$ cat config.mk
export PLATFORM = sky130hd
export DESIGN_NAME = muldiv_unit
export DESIGN_NICKNAME = d
export VERILOG_FILES = /design/src/rtl/muldiv_pkg.sv /design/src/rtl/muldiv_sign_fix.sv /design/src/rtl/muldiv_unit.sv
export SDC_FILE = /design/constraint.sdc
export NUM_CORES = 1
export LEC_CHECK = 0
export BUFFER_PORTS_ARGS = -buffer_cell sky130_fd_sc_hd__clkbuf_2
export CELL_PAD_IN_SITES_DETAIL_PLACEMENT = 2
export CELL_PAD_IN_SITES_GLOBAL_PLACEMENT = 2
export CORE_MARGIN = 10
export CORE_UTILIZATION = 32
export CTS_CLUSTER_DIAMETER = 40
export DETAILED_ROUTE_END_ITERATION = 6
export PLACE_DENSITY_LB_ADDON = 0.1
export SLEW_MARGIN = 20
export SYNTH_ARGS = -nofsm -noshare
export SYNTH_HDL_FRONTEND = slang
export SYNTH_SLANG_ARGS = --single-unit
export TNS_END_PERCENT = 10
$ cat constraint.sdc
create_clock -name clk -period 4.25 [get_ports clk]
set_input_delay 0.6375 -clock clk [delete_from_list [all_inputs] [get_ports clk]]
set_output_delay 0.6375 -clock clk [all_outputs]
set_load 0.02 [all_outputs]
$ cat src/rtl/muldiv_pkg.sv
// Shared encodings for the iterative multiply/divide unit and the control FSM
// that issues operations to it.
package muldiv_pkg;
    localparam int MD_WIDTH = 32;

    localparam logic [1:0] OP_UMUL = 2'b00;
    localparam logic [1:0] OP_SMUL = 2'b01;
    localparam logic [1:0] OP_UDIV = 2'b10;
    localparam logic [1:0] OP_SDIV = 2'b11;

    typedef enum logic [1:0] {MD_IDLE, MD_RUN, MD_DONE} md_state_t;
endpackage

$ cat src/rtl/muldiv_sign_fix.sv
// Conditional two's-complement negation: takes operand magnitudes on the way in
// and restores the sign of product/quotient/remainder on the way out.
module muldiv_sign_fix #(
    parameter int W = 32
) (
    input  logic [W-1:0] val,
    input  logic         neg,
    output logic [W-1:0] res
);
    assign res = neg ? (~val + W'(1)) : val;
endmodule

$ cat src/rtl/muldiv_unit.sv
// Iterative shift-add multiplier / restoring divider, one bit per cycle,
// signed ops handled by magnitude arithmetic plus a final sign fixup.
module muldiv_unit
    import muldiv_pkg::*;
#(
    parameter int WIDTH = MD_WIDTH
) (
    input  logic             clk,
    input  logic             reset,
    input  logic             start,
    input  logic [1:0]       op,
    input  logic [WIDTH-1:0] a,
    input  logic [WIDTH-1:0] b,
    output logic             busy,
    output logic             done,
    output logic [WIDTH-1:0] result_lo,
    output logic [WIDTH-1:0] result_hi,
    output logic             div_by_zero
);
    localparam int CW = $clog2(WIDTH + 1);

    md_state_t          state, state_nxt;
    logic [1:0]         op_q;
    logic [WIDTH-1:0]   opnd;
    logic [2*WIDTH-1:0] acc, acc_nxt, fix_lo_in, fix_lo;
    logic [WIDTH-1:0]   rem, rem_nxt, fix_rem, mag_a, mag_b;
    logic [WIDTH:0]     part, msum;
    logic [CW-1:0]      cnt;
    logic               neg_q, neg_r, ge, accept, div_zero;

    assign accept   = start && (state != MD_RUN);
    assign div_zero = op[1] && (b == '0);
    assign busy     = (state == MD_RUN);
    assign done     = (state == MD_DONE);

    muldiv_sign_fix #(.W(WIDTH)) u_mag_a (.val(a), .neg(op[0] & a[WIDTH-1]), .res(mag_a));
    muldiv_sign_fix #(.W(WIDTH)) u_mag_b (.val(b), .neg(op[0] & b[WIDTH-1]), .res(mag_b));

    // Multiply: acc = {partial product, remaining multiplier bits}, shifted right.
    // Divide: acc low half shifts dividend bits out and quotient bits in; the
    // WIDTH+1-bit partial remainder always settles below the divisor, so WIDTH
    // bits of it are kept between iterations.
    always_comb begin
        part    = {rem, acc[WIDTH-1]};
        ge      = (part >= {1'b0, opnd});
        msum    = {1'b0, acc[2*WIDTH-1:WIDTH]} + (acc[0] ? {1'b0, opnd} : '0);
        acc_nxt = {msum, acc[WIDTH-1:1]};
        rem_nxt = rem;
        if (op_q[1]) begin
            rem_nxt = ge ? WIDTH'(part - {1'b0, opnd}) : part[WIDTH-1:0];
            acc_nxt = {acc[2*WIDTH-1:WIDTH], acc[WIDTH-2:0], ge};
        end
    end

    assign fix_lo_in = op_q[1] ? {{WIDTH{1'b0}}, acc_nxt[WIDTH-1:0]} : acc_nxt;

    muldiv_sign_fix #(.W(2*WIDTH)) u_fix_lo  (.val(fix_lo_in), .neg(neg_q), .res(fix_lo));
    muldiv_sign_fix #(.W(WIDTH))   u_fix_rem (.val(rem_nxt),   .neg(neg_r), .res(fix_rem));

    always_ff @(posedge clk) begin
        if (reset) state <= MD_IDLE;
        else       state <= state_nxt;
    end

    always_comb begin
        state_nxt = state;
        case (state)
            MD_RUN:  if (cnt == CW'(1)) state_nxt = MD_DONE;
            default: begin
                state_nxt = MD_IDLE;
                if (start) state_nxt = div_zero ? MD_DONE : MD_RUN;
            end
        endcase
    end

    always_ff @(posedge clk) begin
        if (reset) begin
            op_q        <= '0;
            opnd        <= '0;
            acc         <= '0;
            rem         <= '0;
            cnt         <= '0;
            neg_q       <= 1'b0;
            neg_r       <= 1'b0;
            result_lo   <= '0;
            result_hi   <= '0;
            div_by_zero <= 1'b0;
        end else if (accept) begin
            op_q  <= op;
            opnd  <= op[1] ? mag_b : mag_a;
            acc   <= {{WIDTH{1'b0}}, op[1] ? mag_a : mag_b};
            rem   <= '0;
            cnt   <= CW'(WIDTH);
            neg_q <= op[0] & (a[WIDTH-1] ^ b[WIDTH-1]);
            neg_r <= op[0] & op[1] & a[WIDTH-1];
            if (div_zero) begin
                result_lo   <= '1;
                result_hi   <= a;
                div_by_zero <= 1'b1;
            end
        end else if (state == MD_RUN) begin
            acc <= acc_nxt;
            rem <= rem_nxt;
            cnt <= cnt - CW'(1);
            if (cnt == CW'(1)) begin
                result_lo   <= fix_lo[WIDTH-1:0];
                result_hi   <= op_q[1] ? fix_rem : fix_lo[2*WIDTH-1:WIDTH];
                div_by_zero <= 1'b0;
            end
        end
    end
endmodule

Yosys cells after proc, flatten, opt, wreduce, memory -nomap -nowiden
Index checks and enable logic that the tools add are counted.

word-level totals
  register bits after elaboration = 205
  input bits = 69
  output and inout bits = 67
  word-level logic and storage cells = 76

operators by class
  add/sub/neg operators = 7
  magnitude comparators = 1
  equality and inequality tests = 6
  multiplexer cells = 32
  bitwise logic cells = 10
  reductions and logical operators = 7

operators by type and width
  cell                   count
  $mux 32                19
  $mux 64                3
  $add 32x1->32 const B  3
  $not 32->32            3
  $add 64x1->64 const B  1
  $not 64->64            1
  $add 32x32->33         1
  $ge 33x32->1           1
  $logic_not 32->1       1
  $sub 32x32->32         1
  $mux 6                 2
  $mux 2                 4
  $eq 6x1->1 const B     1
  $ne 2x1->1 const B     3
  $sub 6x1->6 const B    1
  $and 1x1->1            5
  $mux 1                 4
  $reduce_bool 2->1      2
  $reduce_and 3->1       1
  $eq 2x1->1 const B     1
  $eq 2x2->1 const B     1
  $logic_and 1x1->1      2
  $reduce_or 2->1        1
  $xor 1x1->1            1

Longest topological paths before layout
Gate-level depths: netlist (run 1).

  word-level depth = 11
  depth in mapped cells = 21
  mapped depth without buffers = 19

Hierarchy
A second synthesis (run 1) with hierarchy kept.

unflattened totals
  cell total of the unflattened synthesis = 2293
  area total of the unflattened synthesis = 17524.3 um^2

modules (own cells, without submodules)
  module                            times used  cells an instance  area each (um^2)  sequential area each (um^2)
  muldiv_unit                       1           1790               13544.2           4083.9
  muldiv_sign_fix at u_fix_rem ...  3           99                 777.0             0.0
  muldiv_sign_fix at u_fix_lo       1           206                1649.1            0.0

Worst setup path after synthesis (run 1)
No wires, ideal clock.

  path type = reg2reg
  start point = register opnd[6]
  end point = register result_hi[12]
  setup time = 0.122 ns
  arrival time = 4.301 ns
  data required time = 4.128 ns
  path slack = -0.172 ns
  cell stages (with the launch flop) = 19
  path buffers = 2
  period minus slack after synthesis = 4.422 ns
  path through = dfxtp_1 > inv_1 > ha_1 > buf_4 > a21oi_2 > o21ai_1 > a221o_1 > o311ai_4 > buf_4 > a31o_2 > ha_1 > o2111ai_1 > nor4_1 > nand4_1 > or2_2 > or2_2 > o41ai_1 > xnor2_1 > a221o_1

between the ends
  word-level cells in the longest chain between the ends = 11
  elaborated cells on any way between the ends = 18
  classes of those cells = add/sub (4); order compare (1); mux (11); bitwise (2)

ends and longest elaborated chain
  item                    line                   RTL
  start, declared         muldiv_unit.sv:24      logic [WIDTH-1:0] opnd;
  start signal, assigned  muldiv_unit.sv:90      opnd <= op[1] ? mag_b : mag_a;
  $mux 32                 muldiv_unit.sv:46      msum = {1'b0, acc[2*WIDTH-1:WIDTH]} + (acc[0] ? {1'b0, opnd} : '0);
  $add 32x32->33          muldiv_unit.sv:46
  $mux 64                 muldiv_unit.sv:49      if (op_q[1]) begin
  $mux 64                 muldiv_unit.sv:55      assign fix_lo_in = op_q[1] ? {{WIDTH{1'b0}}, acc_nxt[WIDTH-1:0]} : acc_nxt;
  $not 64->64             muldiv_sign_fix.sv:10  assign res = neg ? (~val + W'(1)) : val;
  $add 64x1->64           muldiv_sign_fix.sv:10
  $mux 64                 muldiv_sign_fix.sv:10
  $mux 32 (*)             muldiv_unit.sv:107     result_hi <= op_q[1] ? fix_rem : fix_lo[2*WIDTH-1:WIDTH];
  $mux 32 (*)             muldiv_unit.sv:105     if (cnt == CW'(1)) begin
  $mux 32 (*)             muldiv_unit.sv:101     end else if (state == MD_RUN) begin
  $mux 32 (*)             muldiv_unit.sv:88      end else if (accept) begin
  end signal, assigned    muldiv_unit.sv:107
  end, declared           muldiv_unit.sv:17      output logic [WIDTH-1:0] result_hi,

Mark *: on every way between the ends. The rest lies on a longest branch, timed or not. The select of a mux whose other input is x is not followed.
A chain may end at the register's enable or synchronous reset.

Worst setup path after layout (run 1)
  start point = register opnd[5]
  end point = register result_hi[23]

Same word-level chain as after synthesis.

==> flow_summary.toml, run 1 <==
[clocking]
cts_root_buffer = "clkbuf_16"
cts.clk_slew.worst_paths_ns = 0.05
clock_latency_ns = 0.61
cts_made_buffers = 51
cts.sinks = 204
clk_path_buf_depth = 3
cts_max_level = 2
cts_tree = "done"

[routing]
first_iter_violations = 1482
ant_nets = 0
firstDrtPassIters = 5
wl_per_cell_um = 29.2
wl_met1_mm = 45.4
drc = 0
wl_met2_mm = 54.5
dr_wl_met3_mm = 6.05
via_count = 23040
viasPerCell = 5.98
highest_layer = "met4"
drt_wl_total_mm = 113

[flow_run]
cap_violations = 0

[global_route]
antenna_found_initial = 1
track_usage_pct = 32.2
grt_max_degree = 107
grt_overflow_total = 0
grt_pass1_vias = 25095
grt_pass1_wl_mm = 165

[synthesis]
syn_area_per_cell_um2 = 7.17
syn-instance-count = 2521
synth_edf_count = 0
yosys_warnings = 0
synth.most_common_cell = "nand2_1"
ys.flop_type = "dfxtp_1"
synth_common_cells = "294 x nand2_1, 277 x nor2_1, 215 x a21oi_1"
ys_ff_latch = 204
yosys-top-cells-area = "dfxtp_1 23%, nand2_1 6.1%, a21oi_1 6.0%, nor2_1 5.8%, a211oi_1 5.4%"
synth_top_area_cell = "dfxtp_1"
synth_top_area_share_pct = 22.6
syn_nets = 2662
yosysSeqAreaShare_pct = 22.6
synth_cell_types = 94
async_reset_ff_share_pct = 0
netlist_area_um2 = 18100

[timing]
hold_violations = 0
worst_pin_slew_ns = 1.08
finalSetupTns_ns = -2.22
finalSetupViolCount = 18
rsz0062_at_grt = "true"
setup_slack_ns = -0.199
fin_crit_sh_pct = 105
finalCriticalPeriod_ns = 4.45
relSlewSlack_pct = 27.5
finalClockSkew_ns = 0.0414
maxSlewViolCount = 0
max_freq_mhz = 225

[power_and_ir_drop]
ir_drop_mv = 0.319
p_per_area_nw_per_um2 = 368
leakagePower_nw = 10.6

[setup_path]
reg2reg_slack_ns = -0.20
path_max_fanout = 7
worstRegToRegCells = 16
end_kind = "register"
crit_type = "register to register"
required_ns = 4.75
r2r_start = "opnd[5]"
startpoint_type = "register"
arrival_ns = 4.95
worstReg2RegEnd = "result_hi[23]"

[cells_and_area]
finish.utilization_pct = 46.6
final_nets = 3192
area_growth_pct = 44.9
layout-drive-gt1-share_pct = 33.3

[die]
coreArea_um2 = 56200
die_h_um = 258
rows = 87
io-pin-count = 136
die_w_um = 258
die-area_um2 = 66400
start_util_pct = 32.2

[hold_path]
holdPathStages = 3
hold_path_end = "neg_q"
min-delay-start = "op[0]"
hp-class = "input pin to register"

[placement]
dp.final_hpwl_mm = 83.1
portBuffers = 135
gp_congestion = 0.950

[status]
violations = "setup timing"
outcome = "finished, violations left"
==> how the worst max path moves through the flow <==
| stage | from | to | slack [ns] | cells past startpoint |
|---|---|---|---|---|
| 6_report | opnd[5] | result_hi[23] | -0.20 | 16 |
| 5_1_grt | acc[0] | result_hi[30] | -0.38 | 20 |
| 4_1_cts | acc[0] | result_hi[30] | -0.17 | 19 |
| 3_5_place_dp | opnd[20] | result_hi[28] | -0.93 | 20 |
| 3_3_place_gp | opnd[20] | result_hi[28] | -0.85 | 20 |
| 2_1_floorplan | opnd[6] | result_hi[12] | -0.03 | 18 |
==> repair_timing <==
action                                  CTS  global route
hold buffers                              0             0
endpoints found under the setup margin   37            33
resized for setup                       180           107
pin swaps                                52            47
buffers inserted                         26            14
endpoints found under the hold margin     0             0
==> cell families (layout without fill, tap and decap cells) <==
kind of cell	after synthesis	count (layout)	share of synthesized area [%]
AOI/OAI and AO/OA	793	793	29.5
xor gates and xnor gates	187	187	9.06
adders and majority gates	72	72	5.07
buffers and inverters	246	817	5.43
DFF	204	204	22.6
muxes	59	59	3.35
other	0	2	0
and+or+nand+nor	960	960	25.0
==> layout make-up <==
cell class,count,area (µm²)
Timing Repair Buffer,645,4610
Multi-Input combinational cell,2071,14400
Tap cell,756,946
Clock buffer,60,1370
Inverter,78,293
Sequential cell,204,4150
Antenna cell,2,5.00
Clock inverter,34,473
Fill cell,6383,30000
==> metal layers <==
layer / up-vias / GRT usage, %
li1: 10291 / -
met1: 11686 / 38.1
met2: 794 / 55.4
met3: 269 / 4.61
met4: 0 / 17.3
met5: - / 0
==> through the flow <==
stage	std cells	total power [mW]	cell area, µm²	hold slack (ns)	setup slack [ns]
2_1_floorplan	2521	3.58	18100	0.440	-0.0300
3_3_place_gp	3714	4.84	22700	0.447	-0.850
3_5_place_dp	3714	4.92	22700	0.461	-0.930
4_1_cts	3834	9.45	25600	0.378	-0.170
5_1_grt	3848	9.95	26200	0.403	-0.379
6_report	3850	9.64	26200	0.393	-0.199
==> critical path, cell delays in order (launching register included) <==
cell and delay (ns):
dfxtp_4 0.37, inv_1 0.07, ha_1 0.25, a21oi_4 0.19
o21ai_2 0.08, a221o_1 0.36, buf_4 0.17, o311a_4 0.35
buf_4 0.19, or4_1 0.41, o311a_1 0.17, nor4_1 0.23
or3b_4 0.44, o41a_1 0.38, xor2_2 0.27, mux2i_1 0.15
a221oi_2 0.26
==> flip-flops by register name (all words and copies together), names as in the netlist <==
register     flops
acc             64
opnd            32
rem             32
result_hi       32
result_lo       32
cnt              6
state            2
div_by_zero      1
neg_q            1
neg_r            1
op_q             1
==> placed cells by master (no fill, tap or decap), drive strengths merged, types with 14 or more instances in the layout <==
cell type / Yosys / layout
or4: 14 / 14
nor2: 277 / 277
xor2: 77 / 77
nor2b: 17 / 17
xnor2: 110 / 110
and2: 49 / 49
a211oi: 132 / 132
o21ai: 144 / 144
clkbuf: 122 / 193
a31oi: 35 / 35
dfxtp: 204 / 204
inv: 78 / 84
and3: 24 / 24
nand2b: 15 / 15
o41ai: 18 / 18
a21o: 25 / 25
o211ai: 45 / 45
a221oi: 15 / 15
nor4: 28 / 28
mux2i: 47 / 47
ha: 70 / 70
nand2: 295 / 295
a21oi: 220 / 220
o21bai: 14 / 14
or2: 21 / 21
o31ai: 30 / 30
nor3: 87 / 87
or3: 16 / 16
nand4: 24 / 24
buf: 46 / 512
clkinv: 0 / 16
nand3: 55 / 55
==> power breakdown <==
part	total [mW]	switching, mW	internal, mW
Clock	4.28	1.47	2.81
Combinational	3.22	1.97	1.25
Sequential	2.13	0.125	2.01
(Power assumes the default switching activity.)
==> run 2: changes to the inputs <==
--- a/config.mk
+++ b/config.mk
@@ -6,10 +6,11 @@
 export NUM_CORES = 1
 export LEC_CHECK = 0
 export BUFFER_PORTS_ARGS = -buffer_cell sky130_fd_sc_hd__clkbuf_2
+export CAP_MARGIN = 20
 export CELL_PAD_IN_SITES_DETAIL_PLACEMENT = 2
 export CELL_PAD_IN_SITES_GLOBAL_PLACEMENT = 2
 export CORE_MARGIN = 10
-export CORE_UTILIZATION = 32
+export CORE_UTILIZATION = 36
 export CTS_CLUSTER_DIAMETER = 40
 export DETAILED_ROUTE_END_ITERATION = 6
 export PLACE_DENSITY_LB_ADDON = 0.1
==> constraint.sdc (replaced) <==
create_clock -name clk -period 4.1 [get_ports clk]
set_input_delay 0.615 -clock clk [delete_from_list [all_inputs] [get_ports clk]]
set_output_delay 0.615 -clock clk [all_outputs]
set_load 0.02 [all_outputs]
==> flow_summary.toml, run 2 <==
[synthesis]
ys_ff_latch = 204
syn-instance-count = 2521
yosys-top-cells-area = "dfxtp_1 23%, nand2_1 6.1%, a21oi_1 6.0%, nor2_1 5.8%, a211oi_1 5.4%"
syn_area_per_cell_um2 = 7.17
synth_common_cells = "294 x nand2_1, 277 x nor2_1, 215 x a21oi_1"
synth_edf_count = 0
ys.flop_type = "dfxtp_1"
netlist_area_um2 = 18100
synth_top_area_cell = "dfxtp_1"
async_reset_ff_share_pct = 0
yosys_warnings = 0
synth_top_area_share_pct = 22.6
synth.most_common_cell = "nand2_1"
syn_nets = 2662
synth_cell_types = 94
yosysSeqAreaShare_pct = 22.6

[clocking]
cts_root_buffer = "clkbuf_16"
hold_buffers = 0
cts.sinks = 204
post_cts_resized = 303
clk_path_buf_depth = 3
cts_max_level = 2
postCtsSetupBuffers = 52
cts_made_buffers = 52

[die]
die_h_um = 244
start_util_pct = 36.2
die_w_um = 244
rows = 82
io-pin-count = 136

[placement]
pre_cts_slack_ns = -0.993
place_inst = 3675
portBuffers = 135
gp_congestion = 0.974
dp.final_hpwl_mm = 86.3

[status]
stop_error = "[ERROR DPL-0033] detailed placement checks failed during check placement."
failing_step = "clock tree synthesis (4_1_cts)"
outcome = "aborted with a tool error"
-- run 2: cell families after synthesis --
logic type / count (synthesis) / synth area share (%)
multiplexers: 59 / 3.35
flip-flops: 204 / 22.6
buffers and inverters: 246 / 5.43
AND/OR/NAND/NOR: 960 / 25.0
AO/OA/AOI/OAI: 793 / 29.5
adder cells (fa/ha/maj): 72 / 5.07
XOR/XNOR: 187 / 9.06
-- run 2: through the flow --
step           utilization (%)  cell area (µm²)  hold slack, ns
3_3_place_gp              46.1            23000           0.446
2_1_floorplan                -            18200           0.435
3_5_place_dp              46.1            23000           0.461
==> run 3: changes to the inputs <==
--- a/config.mk
+++ b/config.mk
@@ -7,13 +7,10 @@
 export LEC_CHECK = 0
 export BUFFER_PORTS_ARGS = -buffer_cell sky130_fd_sc_hd__clkbuf_2
 export CAP_MARGIN = 20
-export CELL_PAD_IN_SITES_DETAIL_PLACEMENT = 2
-export CELL_PAD_IN_SITES_GLOBAL_PLACEMENT = 2
 export CORE_MARGIN = 10
-export CORE_UTILIZATION = 36
-export CTS_CLUSTER_DIAMETER = 40
+export CORE_UTILIZATION = 40
 export DETAILED_ROUTE_END_ITERATION = 6
-export PLACE_DENSITY_LB_ADDON = 0.1
+export PLACE_DENSITY_LB_ADDON = 0.15
 export SLEW_MARGIN = 20
 export SYNTH_ARGS = -nofsm -noshare
 export SYNTH_HDL_FRONTEND = slang
==> flow_summary.toml, run 3 (same netlist as run 1, synthesis figures left out) <==
[timing]
fin_hold_ws_ns = 0.458
finalCriticalPeriod_ns = 4.35
relSlewSlack_pct = 33.4
finalSetupViolCount = 25
maxSlewViolCount = 0
hold_violations = 0
finalClockSkew_ns = 0.0266
worst_pin_slew_ns = 0.996
max_freq_mhz = 230
fin_crit_sh_pct = 106
setup_slack_ns = -0.250
rsz0062_at_grt = "true"

[setup_path]
end_kind = "register"
startpoint_type = "register"
slowest_stage = "or3_4"
critPathBufInv = 1
path_cells = "buf_12 > and2_2 > ha_2 > and3_1 > a221oi_4 > or3_4 > a21oi_1 > xor2_1 > nor4_4 > nand3_2 > a211o_1 > o41ai_2 > xnor2_1 > a221oi_2 > a211oi_1"
cpPeakStageDelay_ns = 0.43
required_ns = 4.53
cpLargestDelayFamily = "simple AND/OR/NAND/NOR gates"
arrival_ns = 4.78
crit_type = "register to register"
path_max_fanout = 9

[die]
io-pin-count = 136
rows = 77
coreArea_um2 = 44400
die-area_um2 = 54100
start_util_pct = 40.7
die_w_um = 233
die_h_um = 233

[status]
violations = "setup timing"
outcome = "finished, violations left"

[clocking]
hold_buffers = 0
clock_latency_ns = 0.59
clk_path_buf_depth = 3
cts_tree = "done"
cts_made_buffers = 28
cts_root_buffer = "clkbuf_16"
cts.clk_slew.worst_paths_ns = 0.07
cts_max_level = 1
cts.sinks = 204

[cells_and_area]
area_growth_pct = 39.9
layout-drive-gt1-share_pct = 31.4
seq_area_um2 = 4110
regMostFlops = "acc"
num_antenna_cells = 0
multiInputGateArea_um2 = 14200
layout_common_cells = "527 x buf_4, 286 x nand2_1, 267 x nor2_1, 201 x a21oi_1, 191 x dfxtp_1"
fill_cells = 4308
largest_reg_flops = 64
design_area_um2 = 25300
layout_commonest_cell = "buf_4"
final_cells = 3678
final_nets = 3205

[placement]
postPlaceCellArea_um2 = 22800
dp.final_hpwl_mm = 72.2
portBuffers = 135
gp_congestion = 0.999
place_inst = 3581

[flow_run]
cap_violations = 0

[routing]
ant_nets = 0
via_count = 21994
drt_wl_total_mm = 90.9
firstDrtPassIters = 6
wl_per_cell_um = 24.7
drc = 0
viasPerCell = 5.98
first_iter_violations = 2009

[power_and_ir_drop]
ir_drop_mv = 0.337
p_per_area_nw_per_um2 = 322
leakagePower_nw = 10.4

[global_route]
grt_pass1_vias = 21293
grt_pass1_wl_mm = 133
antenna_found_initial = 4
track_usage_pct = 32.1
grt_max_degree = 97
grt_overflow_total = 0

[hold_path]
hp-class = "register to register"
[run 3: final timing paths]
check / start / slack [ns] / to / cells after the start
max: acc[0] / -0.25 / result_hi[27] / 15
min: acc[61] / 0.46 / acc[61] / 2
max reg2reg: acc[0] / -0.25 / result_hi[27] / 15
min reg2reg: acc[61] / 0.46 / acc[61] / 2
[run 3: worst reg2reg max path, stage by stage, from the launching register on]
cell and delay, ns:
dfxtp_4 0.37, buf_12 0.14, and2_2 0.23, ha_2 0.41
and3_1 0.26, a221oi_4 0.11, or3_4 0.43, a21oi_1 0.28
xor2_1 0.22, nor4_4 0.37, nand3_2 0.18, a211o_1 0.32
o41ai_2 0.33, xnor2_1 0.21, a221oi_2 0.25, a211oi_1 0.09
[run 3: where the power goes]
part | internal (mW) | switching (mW)
logic | 1.35 | 1.88
registers | 2.08 | 0.103
clock network | 1.65 | 1.08
[run 3: layer usage]
layer / routed length [µm] / vias up / GRT usage, %
met5: 13 / - / 0
met1: 38600 / 10573 / 42.5
li1: - / 10258 / -
met3: 7990 / 174 / 6.15
met2: 39600 / 987 / 49.3
met4: 4680 / 2 / 15.1
[run 3: per-stage QoR]
stage               setup slack [ns]  TNS (ns)  total power [mW]  utilization, %
global route                  -0.364     -6.41              8.42            56.9
global placement              -0.944    -13.26              5.06            51.3
detailed placement            -0.959    -13.91              5.07            51.3
finish                        -0.250     -3.38              8.13            56.9
floorplan                    -0.0788    -0.365              3.72               -
CTS                           -0.166     -1.89              7.97            55.8
[run 3: repair_timing]
item,in CTS,in global routing
pin swaps,76,38
endpoints found under the setup margin,30,30
setup buffers,31,15
gates resized for setup,146,79
hold endpoints to repair,0,0
[run 3: cell type report]
| type | instances | area share [%] |
|---|---|---|
| Clock buffer | 37 | 3.06 |
| Sequential cell | 204 | 16.2 |
| Timing Repair Buffer | 681 | 19.5 |
| Multi-Input combinational cell | 2071 | 56.2 |
| Tap cell | 592 | 2.93 |
| Clock inverter | 15 | 0.906 |
| Inverter | 78 | 1.16 |
